--- src/rtl/fetch_unit_if.sv ---
// Fetch-to-ROM and fetch-to-decode signal bundle plus the execute redirect.
// The master side is the fetch unit; the slave side is the ROM/decode/execute environment.
interface fetch_unit_if;
  logic [15:0] rom_addr;
  logic        BW;
  logic [15:0] rom_out;
  logic        out_valid;
  logic        out_ready;
  logic [15:0] out_instr;
  logic [15:0] out_ext1;
  logic [15:0] out_ext2;
  logic [15:0] out_pc;
  logic [1:0]  out_nwords;
  logic        redirect_valid;
  logic [15:0] redirect_pc;

  modport master (
    output rom_addr, BW, out_valid, out_instr, out_ext1, out_ext2, out_pc, out_nwords,
    input  rom_out, out_ready, redirect_valid, redirect_pc
  );

  modport slave (
    input  rom_addr, BW, out_valid, out_instr, out_ext1, out_ext2, out_pc, out_nwords,
    output rom_out, out_ready, redirect_valid, redirect_pc
  );
endinterface

--- src/rtl/fetch_unit.sv ---
// Instruction fetch: one ROM word per cycle, bundles of 1-3 words held for decode (2/3/4 cycles min).
// Backpressure: bundle stays in HOLD until out_ready; a redirect discards it and refetches from the target.
module fetch_unit #(
  parameter logic [15:0] RESET_VECTOR = 16'hFFFE
) (
  input  logic         clk,
  input  logic         rst_n,
  fetch_unit_if.master bus
);

  typedef enum logic [2:0] {VEC, OP, EXT1, EXT2, HOLD} st_t;

  st_t         st, st_nxt;
  logic [15:0] pc;
  logic [15:0] instr_q, ext1_q, ext2_q, opc_pc_q;
  logic [1:0]  nwords_q;

  // The opcode is decoded straight off the ROM in OP, and from the latched copy in EXT1.
  logic [15:0] dec_op;
  logic        fmt1, fmt2, src_ext, dst_ext, redirect;
  logic [1:0]  as_f;
  logic [3:0]  rs_f;

  assign dec_op   = (st == OP) ? bus.rom_out : instr_q;
  assign fmt1     = dec_op[15:12] >= 4'd4;
  assign fmt2     = dec_op[15:10] == 6'b000100;
  assign as_f     = dec_op[5:4];
  assign rs_f     = fmt1 ? dec_op[11:8] : dec_op[3:0];
  assign src_ext  = (fmt1 || fmt2) &&
                    (((as_f == 2'b01) && (rs_f != 4'd3)) || ((as_f == 2'b11) && (rs_f == 4'd0)));
  assign dst_ext  = fmt1 && dec_op[7];
  assign redirect = bus.redirect_valid && (st != VEC);

  always_ff @(posedge clk or negedge rst_n) begin
    if (!rst_n) st <= VEC;
    else        st <= st_nxt;
  end

  always_comb begin
    st_nxt         = st;
    bus.rom_addr   = pc;
    bus.BW         = 1'b0;
    bus.out_valid  = 1'b0;
    if (redirect) begin
      st_nxt = OP;
    end else begin
      case (st)
        VEC:     st_nxt = OP;
        OP:      st_nxt = (src_ext || dst_ext) ? EXT1 : HOLD;
        EXT1:    st_nxt = (src_ext && dst_ext) ? EXT2 : HOLD;
        EXT2:    st_nxt = HOLD;
        HOLD:    st_nxt = bus.out_ready ? OP : HOLD;
        default: st_nxt = VEC;
      endcase
    end
    if (st == VEC)  bus.rom_addr  = RESET_VECTOR;
    if (st == HOLD) bus.out_valid = 1'b1;
  end

  always_ff @(posedge clk or negedge rst_n) begin
    if (!rst_n) begin
      pc       <= 16'h0000;
      instr_q  <= 16'h0000;
      ext1_q   <= 16'h0000;
      ext2_q   <= 16'h0000;
      opc_pc_q <= 16'h0000;
      nwords_q <= 2'd0;
    end else if (redirect) begin
      pc <= bus.redirect_pc & 16'hFFFE;
    end else begin
      case (st)
        VEC: pc <= bus.rom_out & 16'hFFFE;
        OP: begin
          instr_q  <= bus.rom_out;
          opc_pc_q <= pc;
          pc       <= pc + 16'd2;
          ext1_q   <= 16'h0000;
          ext2_q   <= 16'h0000;
          nwords_q <= 2'd1 + {1'b0, src_ext} + {1'b0, dst_ext};
        end
        EXT1: begin
          ext1_q <= bus.rom_out;
          pc     <= pc + 16'd2;
        end
        EXT2: begin
          ext2_q <= bus.rom_out;
          pc     <= pc + 16'd2;
        end
        default: ;
      endcase
    end
  end

  assign bus.out_instr  = instr_q;
  assign bus.out_ext1   = ext1_q;
  assign bus.out_ext2   = ext2_q;
  assign bus.out_pc     = opc_pc_q;
  assign bus.out_nwords = nwords_q;

endmodule

--- src/flat_wrapper.sv ---
// flat-port wrapper written by rule: the top's interface ports become plain ports
module fetch_unit_flat 
#(
  parameter logic [15:0] RESET_VECTOR = 16'hFFFE
)
  (clk, rst_n, bus_rom_addr, bus_BW, bus_out_valid, bus_out_instr, bus_out_ext1, bus_out_ext2, bus_out_pc, bus_out_nwords, bus_rom_out, bus_out_ready, bus_redirect_valid, bus_redirect_pc);
  fetch_unit_if bus_i ();
  input  logic clk;
  input  logic rst_n;
  output wire logic [$bits(bus_i.rom_addr)-1:0] bus_rom_addr;
  output wire logic [$bits(bus_i.BW)-1:0] bus_BW;
  output wire logic [$bits(bus_i.out_valid)-1:0] bus_out_valid;
  output wire logic [$bits(bus_i.out_instr)-1:0] bus_out_instr;
  output wire logic [$bits(bus_i.out_ext1)-1:0] bus_out_ext1;
  output wire logic [$bits(bus_i.out_ext2)-1:0] bus_out_ext2;
  output wire logic [$bits(bus_i.out_pc)-1:0] bus_out_pc;
  output wire logic [$bits(bus_i.out_nwords)-1:0] bus_out_nwords;
  input wire logic [$bits(bus_i.rom_out)-1:0] bus_rom_out;
  input wire logic [$bits(bus_i.out_ready)-1:0] bus_out_ready;
  input wire logic [$bits(bus_i.redirect_valid)-1:0] bus_redirect_valid;
  input wire logic [$bits(bus_i.redirect_pc)-1:0] bus_redirect_pc;
  assign bus_rom_addr = bus_i.rom_addr;
  assign bus_BW = bus_i.BW;
  assign bus_out_valid = bus_i.out_valid;
  assign bus_out_instr = bus_i.out_instr;
  assign bus_out_ext1 = bus_i.out_ext1;
  assign bus_out_ext2 = bus_i.out_ext2;
  assign bus_out_pc = bus_i.out_pc;
  assign bus_out_nwords = bus_i.out_nwords;
  assign bus_i.rom_out = bus_rom_out;
  assign bus_i.out_ready = bus_out_ready;
  assign bus_i.redirect_valid = bus_redirect_valid;
  assign bus_i.redirect_pc = bus_redirect_pc;
  fetch_unit #(.RESET_VECTOR(RESET_VECTOR)) u_core (.clk(clk), .rst_n(rst_n), .bus(bus_i));
endmodule
--- config.mk ---
export PLATFORM = sky130hd
export DESIGN_NAME = fetch_unit_flat
export DESIGN_NICKNAME = d
export VERILOG_FILES = /design/src/rtl/fetch_unit_if.sv /design/src/rtl/fetch_unit.sv /design/src/flat_wrapper.sv
export SDC_FILE = /design/constraint.sdc
export NUM_CORES = 1
export LEC_CHECK = 0
export CELL_PAD_IN_SITES_DETAIL_PLACEMENT = 1
export CELL_PAD_IN_SITES_GLOBAL_PLACEMENT = 2
export CORE_MARGIN = 4
export CORE_UTILIZATION = 29
export CTS_CLUSTER_DIAMETER = 40
export DETAILED_ROUTE_END_ITERATION = 12
export PLACE_DENSITY = 0.95
export SLEW_MARGIN = 20
export SYNTH_ARGS = -nofsm -noshare
export SYNTH_HDL_FRONTEND = slang
export SYNTH_SLANG_ARGS = --single-unit
--- constraint.sdc ---
create_clock -name clk -period 3.45 [get_ports clk]
set_input_delay 0.5175 -clock clk [delete_from_list [all_inputs] [get_ports clk]]
set_output_delay 0.5175 -clock clk [all_outputs]
set_load 0.02 [all_outputs]
==> impl_metrics.py <==
metrics = {
    "critical_path": {
        "critPathKind": "flop to primary output",
        "startpoint_type": "flop",
        "slowest_stage": "clkdlybuf4s50_1",
        "crit_path_start": "u_core.st[1]$_DFF_PN0_",
        "rrSetupSlack_ps": 940,
        "end_kind": "primary output",
        "path_delay_family": "buffers and inverters",
        "r2r_end": "u_core.st[1]$_DFF_PN0_",
        "crit_top_cell": "or2_1",
        "path_max_fanout": 19,
        "reg2reg_from": "u_core.st[0]$_DFF_PN0_",
        "rr_worst_depth": 9,
        "worst-path-buf-inv": 2,
        "worstPathArrival_ps": 2230,
        "worst_ep_required_time_ps": 2930,
        "crit_chain": "or2_1 > nor2_1 > buf_4 > or2_1 > clkdlybuf4s50_1",
        "worst_path_largest_cell_delay_ps": 600,
    },
    "cts": {
        "cts_tree": "built",
        "cts_buffers": 9,
        "cts_resized": 0,
        "cts_setup_buffers": 0,
        "clock_path_buffers": 2,
        "h-tree-depth": 3,
        "cts-root-buf": "clkbuf_16",
        "clkTransAtPathRegs_ps": 60,
        "numClockSinks": 83,
        "clk_latency_ps": 340,
        "hold_buffers": 0,
    },
    "pwr": {
        "finalPower_mw": 5.20,
        "p_leak_nw": 2.58,
        "power_density_mw_per_mm2": 889,
        "ir_drop_uv": 325,
    },
    "layout": {
        "antenna_cells": 0,
        "nFillCells": 1635,
        "areaGrowthSynthToFinish_pct": 40.9,
        "nets": 648,
        "drive_gt1_share_pct": 6.05,
        "instances_no_fill": 792,
    },
    "grt": {
        "grt_pass1_vias": 4089,
        "grt_overflow": 0,
        "grt_max_degree": 84,
        "antenna_found_initial": 0,
        "globalRouteTotalUtil_pct": 18.5,
        "grt_pass1_wl_mm": 23.2,
    },
    "timing": {
        "setup_ws_ps": 700,
        "fin_tns_setup_ps": 0,
        "skew_ps": 6.57,
        "rsz0062_at_grt": "false",
        "max_freq_ghz": 0.364,
        "tightest_slew_ps": 804,
        "layout_min_cycle_time_ps": 2750,
        "final.period_utilization_pct": 79.7,
        "drv_slew": 0,
        "maxSlewHeadroom_pct": 46.4,
        "hold_viol": 0,
        "setup_viol": 0,
    },
    "placement": {
        "hpwlAfterDp_mm": 10.5,
        "dp_slack_ps": 482,
        "gp_congestion": 0.844,
        "port_buffers": 115,
        "placed_cells": 778,
    },
    "drt": {
        "dr.pass1.iters": 4,
        "drc": 0,
        "viasPerCell": 4.93,
        "totalWireLength_mm": 14.6,
        "vias": 3904,
        "drtAntennaViolNets": 0,
        "drtIter0Drc": 216,
        "wl_per_cell_um": 18.4,
    },
    "floorplan": {
        "dieArea_mm2": 0.0163,
        "die_h_um": 128,
        "fp-row-count": 43,
        "start_util_pct": 29.8,
        "io_pins": 120,
        "die_w_um": 128,
        "core_area_mm2": 0.0139,
    },
    "yosys": {
        "synthFlopType": "dfrtp_1",
        "ys_types": 46,
        "yosys_warnings": 0,
        "synth_top_area_share_pct": 50.0,
        "syn_avg_cell_area_um2": 8.32,
        "ys_ff_latch": 83,
        "async_reset_ff_share_pct": 100,
        "yosysMostFrequentCell": "nand2_1",
        "postSynthCellCount": 499,
        "synth_top_area_cell": "dfrtp_1",
        "yosysSeqAreaShare_pct": 50.0,
        "syn_area_mm2": 0.00415,
        "synth-edff-count": 0,
        "synth_common_cells": "172 x nand2_1, 83 x dfrtp_1, 46 x o21ai_1",
        "synth.area.top_cells": "dfrtp_1 50%, nand2_1 16%, o21ai_1 5.5%",
    },
    "outcome": {
        "status": "complete, no violations",
    },
    "min_path": {
        "hold_path.class": "input pin to asynchronous set/reset pin",
    },
    "run": {
        "cap_violations": 0,
    },
}
## layer usage
layer	share of wire, %	global-route usage [%]
met5	0	0
met4	1.5	5.49
met3	4.6	2.92
met2	47	30.2
met1	47	25.5
## sequential cells by signal, summed over array words and instances, names as in the netlist
name and flops:
u_core.pc 15, u_core.bus.out_pc 15, u_core.bus.out_instr 16, u_core.bus.out_nwords 2
u_core.st 3, u_core.bus.out_ext1 16, u_core.bus.out_ext2 16
## worst max path at each step
stage                              to  slack, ps  cells past startpoint
2_1_floorplan  u_core.st[2]$_DFF_PN0_       1160                      9
6_report             bus_rom_addr[12]        700                      5
3_3_place_gp   u_core.st[2]$_DFF_PN0_        600                     10
4_1_cts              bus_rom_addr[12]        660                      5
3_5_place_dp   u_core.st[2]$_DFF_PN0_        480                     10
5_1_grt              bus_rom_addr[15]        550                      5
## final cells by class
type / instances / area, um2 / area share [%]
flip-flops and latches: 83 / 2080 / 35.5
multi-input cells: 374 / 1920 / 32.7
repair buffers: 133 / 1290 / 22.0
clock buffers: 12 / 256 / 4.38
well taps: 180 / 225 / 3.85
clock inverters: 2 / 60.1 / 1.03
inverters: 8 / 30.0 / 0.513
## placed cells by master, fill, tap and decap left out, types with 3 or more instances in the layout
| master | count |
|---|---|
| a21oi_1 | 9 |
| a221oi_1 | 5 |
| a31oi_1 | 7 |
| and3_1 | 3 |
| buf_4 | 18 |
| clkbuf_16 | 9 |
| clkdlybuf4s50_1 | 114 |
| conb_1 | 3 |
| dfrtp_1 | 83 |
| ha_1 | 3 |
| inv_1 | 7 |
| mux2i_1 | 17 |
| nand2_1 | 172 |
| nand3_1 | 14 |
| nand4_1 | 3 |
| nor2_1 | 27 |
| nor3_1 | 4 |
| o21ai_0 | 6 |
| o21ai_1 | 46 |
| o22ai_1 | 4 |
| or2_1 | 16 |
| xnor2_1 | 3 |
| xor2_1 | 4 |
## cell families (layout without fill, tap and decap cells)
group,after synthesis,in the layout,synth area share (%)
AOI/OAI and AO/OA,89,89,12.4
xor gates and xnor gates,7,7,1.48
adders and majority gates,3,3,0.904
buffers and inverters,44,155,4.40
DFF,83,83,50.0
muxes,19,19,4.64
other,1,3,0.0903
and+or+nand+nor,253,253,26.1
## power by group
group	leakage, nW	internal, mW	switching [mW]
registers	1.07	1.32	0.369
clock network	0.155	0.666	0.374
logic	1.36	1.10	1.38
total	2.58	3.08	2.12
## per-stage QoR
stage / instance area (um2) / utilization (%) / hold slack, ps
after global placement: 5530 / 39.7 / 464
after floorplan: 4160 / - / 222
final: 5850 / 42.0 / 217
after global routing: 5850 / 42.0 / 267
after detailed placement: 5530 / 39.7 / 467
after CTS: 5840 / 41.9 / 428
No activity file was read; power rests on OpenSTA's default activity.
